File: src/rtl/display_pkg.sv
// Shared types and helpers for the display page scheduler.
//   NUM_PAGES        : number of selectable display sources
//   page_t           : page index type
//   nibble_t         : one hex digit
//   next_valid_page  : rotating-priority search for the next valid page
package display_pkg;

  localparam int NUM_PAGES = 4;

  typedef logic [1:0] page_t;
  typedef logic [3:0] nibble_t;

  // Search starts at cur+1 and wraps 3->0. Walking the candidates from the
  // farthest to the nearest lets the nearest valid one win. If nothing other
  // than cur is valid, cur is returned unchanged.
  function automatic page_t next_valid_page(input page_t cur, input logic [3:0] valid);
    page_t cand;
    page_t result;
    result = cur;
    for (int i = NUM_PAGES - 1; i >= 1; i--) begin
      cand = cur + page_t'(i);
      if (valid[cand]) result = cand;
    end
    return result;
  endfunction

endpackage

File: src/rtl/button_debouncer.sv
// Push-button conditioner: 2-FF synchronizer, debounce counter and a one-cycle
// pulse on the accepted rising edge.
//   clk, rst_n : system clock, async active-low reset
//   btn_raw    : raw asynchronous, bouncy button
//   press      : one-cycle pulse when the debounced level rises
module button_debouncer #(
  parameter int DEBOUNCE_CYCLES = 1_000_000
) (
  input  logic clk,
  input  logic rst_n,
  input  logic btn_raw,
  output logic press
);

  localparam int CNT_W = (DEBOUNCE_CYCLES > 1) ? $clog2(DEBOUNCE_CYCLES) : 1;
  localparam logic [CNT_W-1:0] CNT_LAST = CNT_W'(DEBOUNCE_CYCLES - 1);

  logic             sync1_q, sync1_d;
  logic             sync2_q, sync2_d;
  logic             stable_q, stable_d;
  logic [CNT_W-1:0] cnt_q, cnt_d;
  logic             press_q, press_d;

  // The counter only runs while the synced input disagrees with the accepted
  // level; any return to the accepted level (a bounce) restarts the interval.
  always_comb begin
    sync1_d  = btn_raw;
    sync2_d  = sync1_q;
    stable_d = stable_q;
    cnt_d    = cnt_q;
    press_d  = 1'b0;
    if (sync2_q == stable_q) begin
      cnt_d = '0;
    end else if (cnt_q == CNT_LAST) begin
      stable_d = sync2_q;
      cnt_d    = '0;
      press_d  = sync2_q;
    end else begin
      cnt_d = cnt_q + 1'b1;
    end
  end

  always_ff @(posedge clk or negedge rst_n) begin
    if (!rst_n) begin
      sync1_q  <= 1'b0;
      sync2_q  <= 1'b0;
      stable_q <= 1'b0;
      cnt_q    <= '0;
      press_q  <= 1'b0;
    end else begin
      sync1_q  <= sync1_d;
      sync2_q  <= sync2_d;
      stable_q <= stable_d;
      cnt_q    <= cnt_d;
      press_q  <= press_d;
    end
  end

  assign press = press_q;

endmodule

File: src/rtl/display_page_scheduler.sv
// Selects which of four 16-bit datapath values is shown on the 4-digit
// 7-segment display. Pages advance on a debounced button press or an
// auto-rotate timer tick, skipping sources whose valid bit is clear.
//   clk, rst_n        : system clock, async active-low reset
//   btn_next          : raw page-advance button
//   auto_mode         : enable timer-driven rotation
//   freeze            : hold the displayed digits
//   src0..src3        : candidate display values
//   src_valid         : per-source valid bits
//   in3..in0          : hex digits of the selected value (in3 = MS nibble)
//   blank             : selected page has no valid source
//   page, page_led    : current page index and its one-hot
module display_page_scheduler
  import display_pkg::*;
#(
  parameter int DEBOUNCE_CYCLES = 1_000_000,
  parameter int AUTO_CYCLES     = 200_000_000
) (
  input  logic        clk,
  input  logic        rst_n,
  input  logic        btn_next,
  input  logic        auto_mode,
  input  logic        freeze,
  input  logic [15:0] src0,
  input  logic [15:0] src1,
  input  logic [15:0] src2,
  input  logic [15:0] src3,
  input  logic [3:0]  src_valid,
  output logic [3:0]  in3,
  output logic [3:0]  in2,
  output logic [3:0]  in1,
  output logic [3:0]  in0,
  output logic        blank,
  output logic [1:0]  page,
  output logic [3:0]  page_led
);

  localparam int TIMER_W = (AUTO_CYCLES > 1) ? $clog2(AUTO_CYCLES) : 1;
  localparam logic [TIMER_W-1:0] TIMER_LAST = TIMER_W'(AUTO_CYCLES - 1);

  logic               press;
  logic               tick;
  logic               advance;
  logic               load;
  logic [15:0]        sel_value;

  logic [TIMER_W-1:0] timer_q, timer_d;
  page_t              page_q, page_d;
  page_t              last_page_q, last_page_d;
  logic [15:0]        digits_q, digits_d;
  logic               blank_q, blank_d;

  button_debouncer #(
    .DEBOUNCE_CYCLES(DEBOUNCE_CYCLES)
  ) u_debouncer (
    .clk    (clk),
    .rst_n  (rst_n),
    .btn_raw(btn_next),
    .press  (press)
  );

  // Auto-rotate timer. A press restarts the interval so a manual advance
  // gets a full page time before the next automatic one.
  always_comb begin
    tick    = auto_mode && (timer_q == TIMER_LAST);
    timer_d = timer_q + 1'b1;
    if (!auto_mode || press || tick) timer_d = '0;
  end

  // A coincident press and tick collapse into a single advance.
  assign advance = press | tick;

  always_comb begin
    page_d      = page_q;
    last_page_d = page_q;
    if (advance) page_d = next_valid_page(page_q, src_valid);
  end

  always_comb begin
    sel_value = src0;
    unique case (page_q)
      2'd0: sel_value = src0;
      2'd1: sel_value = src1;
      2'd2: sel_value = src2;
      2'd3: sel_value = src3;
      default: sel_value = src0;
    endcase
  end

  // Under freeze the digits still load once after a page change (page_q no
  // longer matches last_page_q) and once when leaving blank, so the display
  // never sits on a stale page's value or on the zeros forced by blank.
  always_comb begin
    blank_d  = ~src_valid[page_q];
    load     = ~freeze | (page_q != last_page_q) | blank_q;
    digits_d = digits_q;
    if (blank_d)   digits_d = '0;
    else if (load) digits_d = sel_value;
  end

  always_ff @(posedge clk or negedge rst_n) begin
    if (!rst_n) begin
      timer_q     <= '0;
      page_q      <= '0;
      last_page_q <= '0;
      digits_q    <= '0;
      blank_q     <= 1'b1;
    end else begin
      timer_q     <= timer_d;
      page_q      <= page_d;
      last_page_q <= last_page_d;
      digits_q    <= digits_d;
      blank_q     <= blank_d;
    end
  end

  assign in3      = digits_q[15:12];
  assign in2      = digits_q[11:8];
  assign in1      = digits_q[7:4];
  assign in0      = digits_q[3:0];
  assign blank    = blank_q;
  assign page     = page_q;
  assign page_led = 4'b0001 << page_q;

endmodule

File: config.mk
export PLATFORM = sky130hd
export DESIGN_NAME = display_page_scheduler
export DESIGN_NICKNAME = d
export VERILOG_FILES = /design/src/rtl/display_pkg.sv /design/src/rtl/button_debouncer.sv /design/src/rtl/display_page_scheduler.sv
export SDC_FILE = /design/constraint.sdc
export NUM_CORES = 1
export LEC_CHECK = 0
export CORE_ASPECT_RATIO = 1.2
export CORE_MARGIN = 1.5
export CORE_UTILIZATION = 51
export CTS_BUF_LIST = sky130_fd_sc_hd__clkbuf_2 sky130_fd_sc_hd__clkbuf_4 sky130_fd_sc_hd__clkbuf_8
export DETAILED_ROUTE_END_ITERATION = 10
export PLACE_DENSITY = 0.82
export SYNTH_ARGS = -nofsm -noshare
export SYNTH_HDL_FRONTEND = slang
export SYNTH_SLANG_ARGS = --single-unit
File: constraint.sdc
create_clock -name clk -period 2.55 [get_ports clk]
set_input_delay 0.51 -clock clk [delete_from_list [all_inputs] [get_ports clk]]
set_output_delay 0.51 -clock clk [all_outputs]
set_load 0.1 [all_outputs]
## Word level (Yosys, flattened, before mapping)

Cells that the tools add are included.

| storage, ports and cells | value |
|---|---|
| output and inout bits | 23 |
| input bits | 73 |
| flip-flop bits (word level) | 73 |
| word-level logic and storage cells | 61 |

| cells by class | value |
|---|---|
| bitwise logic cells | 6 |
| add/sub/neg operators | 5 |
| reductions and logical operators | 8 |
| eq/ne operators | 8 |
| multiplexer cells | 19 |
| order comparisons | 4 |
| shifts and indexed selects | 1 |

Operator list:

| kind | count |
|---|---|
| 16-bit case mux with 4 select lines | 1 |
| 20-bit two-way mux | 2 |
| 16-bit two-way mux | 2 |
| 28-bit by 1-bit adder with 28-bit output, second input constant | 1 |
| 28-bit equality test, second input constant | 1 |
| 28-bit two-way mux | 1 |
| 20-bit by 1-bit adder with 20-bit output, second input constant | 1 |
| 20-bit equality test, second input constant | 1 |
| 2-bit by 3-bit less-than comparator with 1-bit output, second input constant | 4 |
| 1-bit binary-select mux with 2-bit select | 4 |
| 1-bit two-way mux | 6 |
| 2-bit two-way mux | 3 |
| 2-bit adder, second input constant | 2 |
| 2-bit equality test, second input constant | 2 |
| 2-bit AND reduction | 2 |
| 1-bit by 2-bit left shift with 4-bit output, first input constant | 1 |
| 1-bit inverter | 3 |
| 1-bit OR | 3 |
| 3-bit nonzero test | 1 |
| 2-bit by 1-bit adder with 2-bit output, second input constant | 1 |
| 2-bit by 1-bit equality test with 1-bit output, second input constant | 1 |
| 2-bit zero test | 1 |
| 1-bit logical OR | 2 |
| 2-bit inequality test | 1 |
| 4 further kinds | 4 |

## Longest topological paths before layout

| logic depth | value |
|---|---|
| depth in word-level cells | 6 |
| gate-level depth with buffers | 9 |
| gate-level depth less buffers | 6 |

## By module

A second synthesis with hierarchy kept.

| unflattened totals | value |
|---|---|
| cells, all modules | 414 |
| area total of the unflattened synthesis | 3980.1 sq um |

By module, submodules not included:

| module | area each (sq um) | cells each | times used | seq. area each (sq um) |
|---|---|---|---|---|
| display_page_scheduler | 2844.0 | 298 | 1 | 1227.4 |
| button_debouncer | 1136.1 | 116 | 1 | 600.6 |

## Worst setup path after synthesis

Ideal clock, no wire load.

| timing | value |
|---|---|
| path kind | reg-to-reg |
| start point | register page_q[1], in the netlist page[1] |
| end point | register digits_q[10] |
| data arrival time | 2.984 ns |
| path buffers | 3 |
| clock period less this slack | 3.116 ns |
| library setup time | 0.132 ns |
| required time | 2.418 ns |
| stages on the path, launching flop included | 10 |
| setup slack | -0.566 ns |
| path through | dfrtp_1 > clkbuf_1 > inv_1 > ha_1 > clkbuf_1 > clkbuf_1 > a222oi_1 > o21ai_0 > mux2i_1 > nor2_1 |

| on the way | value |
|---|---|
| word-level cells in the longest chain between the ends | 4 |
| elaborated cells on any way between the ends | 13 |
| those cells by class | eq/ne (5); mux (5); bitwise (2); reduce/logical (1) |

Ends and longest elaborated chain:

| item | line | text |
|---|---|---|
| from (decl) | display_page_scheduler.sv:48 | `page_t page_q, page_d;` |
| from (signal assigned) | display_page_scheduler.sv:110 | `page_q <= page_d;` |
| 2-bit equality test, or another cell as far along | display_page_scheduler.sv:81 | `unique case (page_q)` |
| 16-bit case mux with 4 select lines or 1-bit OR (tied branches) | display_page_scheduler.sv:81, display_page_scheduler.sv:95 |  |
| 16-bit two-way mux or 1-bit OR (tied branches) | display_page_scheduler.sv:98, display_page_scheduler.sv:95 |  |
| 16-bit two-way mux or 2-bit inequality test (tied branches) | n/a |  |
| to (signal assigned) | display_page_scheduler.sv:112 | `digits_q <= digits_d;` |
| to (decl) | display_page_scheduler.sv:50 | `logic [15:0] digits_q, digits_d;` |

Parallel ways exist; a longest one is shown, timed or not. The select of a mux whose other input is x is not followed.
A chain may end at the register's enable or synchronous reset.

## Worst setup path in the final report

| timing | value |
|---|---|
| start point | register page_q[1], in the netlist page[1] |
| end point | output port page_led[0] |

| on the way | value |
|---|---|
| word-level cells in the longest chain between the ends | 1 |

Ends and longest elaborated chain:

| item | line | text |
|---|---|---|
| 1-bit by 2-bit left shift with 4-bit output | display_page_scheduler.sv:123 | `assign page_led = 4'b0001 << page_q;` |
| to (decl) | display_page_scheduler.sv:35 | `output logic [3:0] page_led` |

No other way between the ends.

==> qor.txt <==
clock power share = 34.0%
IO Count = 96
Most used DFF post-synth = dfrtp_1
worst path arrival time = 1.80 ns
Area Overhead vs Synth = 33.5%
status = finished, final reports clean
Synth Instances = 395
VDD IR-drop max = 521 uV
Post-Syn Area = 3850 sq um
Initial DRT Pass Iterations = 4
core area = 7270 sq um
Combinational Power Share = 20.6%
clock root buffer = clkbuf_8
Synth Area in XOR/XNOR = 10.2%
Fmax achieved = 432 MHz
CTS tree = built
post-synth top area share = 46.8%
Compound-Gate Fraction of Synth Area = 8.97%
gr usage total = 23.1%
P_sw = 809 uW
via/cell ratio = 5.59
Iter 0 DRT Violations = 230
Horiz. Die Dim = 82.3 um
met2 routed WL = 4550 um
initial core utilization = 52.9%
Final Hold Fails = 0
number of global-route vias before repair = 3203
WL/cell = 15.6 um
Max stage delay on crit path = 0.50 ns
first-pass GRT wire length = 14400 um
CP max-delay cell = ha_2
Leak = 2.27 nW
Detail Placement HPWL = 6820 um
Final Max Tran Viols = 0
worst skew pair latency = 0.35 ns
Critical Path Fanout Max = 22
count of cell types in the netlist = 42
internal power = 1.88 mW
initial antenna violation count = 0
number of remaining DRC errors = 0
H-tree depth = 3
CTS Buffer Depth = 2
Mean Syn Cell Area = 9.74 sq um
Hold Path Class = in -> async
final net count = 572
Post-CTS Resized = 0
share of cells above drive strength 1 = 12.0%
Sw Ratio = 30.1%
relative slew slack = 54.8%
main combinational cell family by area after synthesis = simple AND/OR/NAND/NOR gates
num rows = 34
Placed Area = 4930 sq um
Critical path buffers and inverters = 2
Setup crit start kind = flip-flop
Top Metal Used = met4
post-synthesis mux area share = 6.01%
CP Cell Sequence = inv_1 -> ha_2 -> buf_12
Clock Skew = 0.0138 ns
Total Wirelength = 9160 um
Clock transition at path regs = 0.08 ns
Die ar. = 8080 sq um
CP Class = reg -> out
cts hold-fix bufs = 0
Max-Cap Viols = 0
Die H = 98.2 um
setup TNS = 0 ns
RSZ-0062 raised after global routing = no
CTS sink cnt = 73
Post-synth ARST share = 100%
largest net degree at the start of global routing = 41
Post-Synth Adder-Cell Area = 1.95%
Reg power frac = 45.4%
Synth area leaders = dfrtp_1 (47%), nor2_1 (6.9%), xor2_1 (6.8%), mux2i_1 (5.7%), a222oi_1 (4.2%)
antenna-violating nets left = 0
WP data required = 2.04 ns
TritonCTS buffer count = 9
IO Port Bufs = 95
Post-CTS Setup Inserts = 0
Post-Synth Simple-Gate Area = 22.9%
Routed met1 length = 3710 um
routability cong. = 0.810
vias = 3292
total gr overflow = 0
wire length on met3 = 797 um
Final min period = 2.31 ns
Finished Cell Area = 5140 sq um
YS warnings = 0
fin crit share = 90.7%
area leader, netlist = dfrtp_1
critical path's top delay family = adder cells
worst-margin pin slew = 0.678 ns
Yosys reg bits = 73
CP Capture Type = output port
pwr/cell area = 523 nW/um^2
Setup violations, final = 0
Post-synth EDFFs = 0
syn nets = 474
Seq/Total Area, Yosys = 47.5%
placed cells by master, fill, tap and decap left out, drive strengths merged, types with 2 or more instances in the layout:
cell	instances
ha	6
a21oi	6
dfrtp	72
nand3	23
and3	6
clkinvlp	2
or4	2
nor2	71
nand4	10
xnor2	15
buf	32
nor4bb	2
nor4	7
inv	4
nand2	39
nor3	5
a222oi	16
xor2	30
clkbuf	10
mux2i	22
nand4b	3
clkdlybuf4s50	71
clkinv	3
o21ai	20
and4	5
worst paths after layout:
| check | slack (ns) | depth (start not counted) | start | to |
|---|---|---|---|---|
| worst max-delay path | 0.24 | 3 | page[1] | page_led[0] |
| worst min-delay path | 0.12 | 1 | rst_n | timer_q[26] |
| worst max register to register | 0.50 | 7 | timer_q[0] | timer_q[15] |
| worst min register to register | 0.35 | 0 | u_debouncer.sync1_q | u_debouncer.sync2_q |
| max in group asynchronous | 1.84 | 2 | rst_n | page[1] |
| min in group clk | 0.35 | 0 | u_debouncer.sync1_q | u_debouncer.sync2_q |
final cells by class:
cell class	count	area [sq um]
Timing Repair Buffer	103	1020
Antenna cell	1	2.50
Sequential cell	73	1830
Clock inverter	6	67.6
Multi-Input combinational cell	302	1950
Fill cell	525	2140
Tap cell	90	113
Clock buffer	10	138
Inverter	4	15.0
cell families after synthesis:
kind of cell,Yosys count
XOR/XNOR,45
buffers and inverters,20
multiplexers,23
AND/OR/NAND/NOR,180
adder cells (fa/ha/maj),6
flip-flops,73
AO/OA/AOI/OAI,48
per-stage QoR:
stage          std cells  utilization (%)  hold slack (ns)  worst slack, ns  power, mW
6_report             589             70.6            0.124            0.237       2.69
5_1_grt              588             70.6            0.137            0.152       2.79
4_1_cts              588             70.6            0.128            0.226       2.71
3_5_place_dp         572             67.8            0.339            0.142       1.80
3_3_place_gp         572             67.8            0.336            0.239       1.79
2_1_floorplan        395                -            0.214           0.0220       1.57
synth_stat cells, types with 2 or more instances:
cell / n
a21oi_1: 6
a222oi_1: 16
and3_1: 6
and4_1: 5
buf_2: 2
buf_6: 2
clkbuf_1: 12
dfrtp_1: 72
ha_1: 6
inv_1: 4
mux2i_1: 22
nand2_1: 39
nand3_1: 22
nand4_1: 9
nand4b_1: 3
nor2_1: 71
nor3_1: 4
nor4_1: 6
nor4bb_1: 2
o21ai_0: 20
or4_1: 2
xnor2_1: 15
xor2_1: 30
worst reg2reg max path, delay by kind of cell, from the launching register on:
kind          cells  cell delay (ns)
flops             1             0.39
simple gates      5             1.19
buf+inv           1             0.15
fa+ha+maj         1             0.22
per-layer routing:
metal,track usage [%],vias to the layer above
li1,-,1607
met2,39.6,103
met4,6.65,0
met5,0,-
met3,7.66,11
met1,26.8,1571
state kept, by name, indices dropped and copies added (netlist names):
signal	flops
page	2
u_debouncer.cnt_q	20
u_debouncer.stable_q	1
blank	1
timer_q	28
u_debouncer.sync2_q	1
digits_q	16
u_debouncer.sync1_q	1
last_page_q	2
u_debouncer.press	1
power groups by stage:
stage | logic (mW) | registers (mW) | clock network [mW]
global placement | 0.548 | 1.24 | 0
finish | 0.552 | 1.22 | 0.913
floorplan | 0.134 | 1.43 | 0
global route | 0.584 | 1.23 | 0.979
detailed placement | 0.555 | 1.24 | 0
CTS | 0.557 | 1.22 | 0.932
Note: power is estimated with default switching activity, not from simulation.
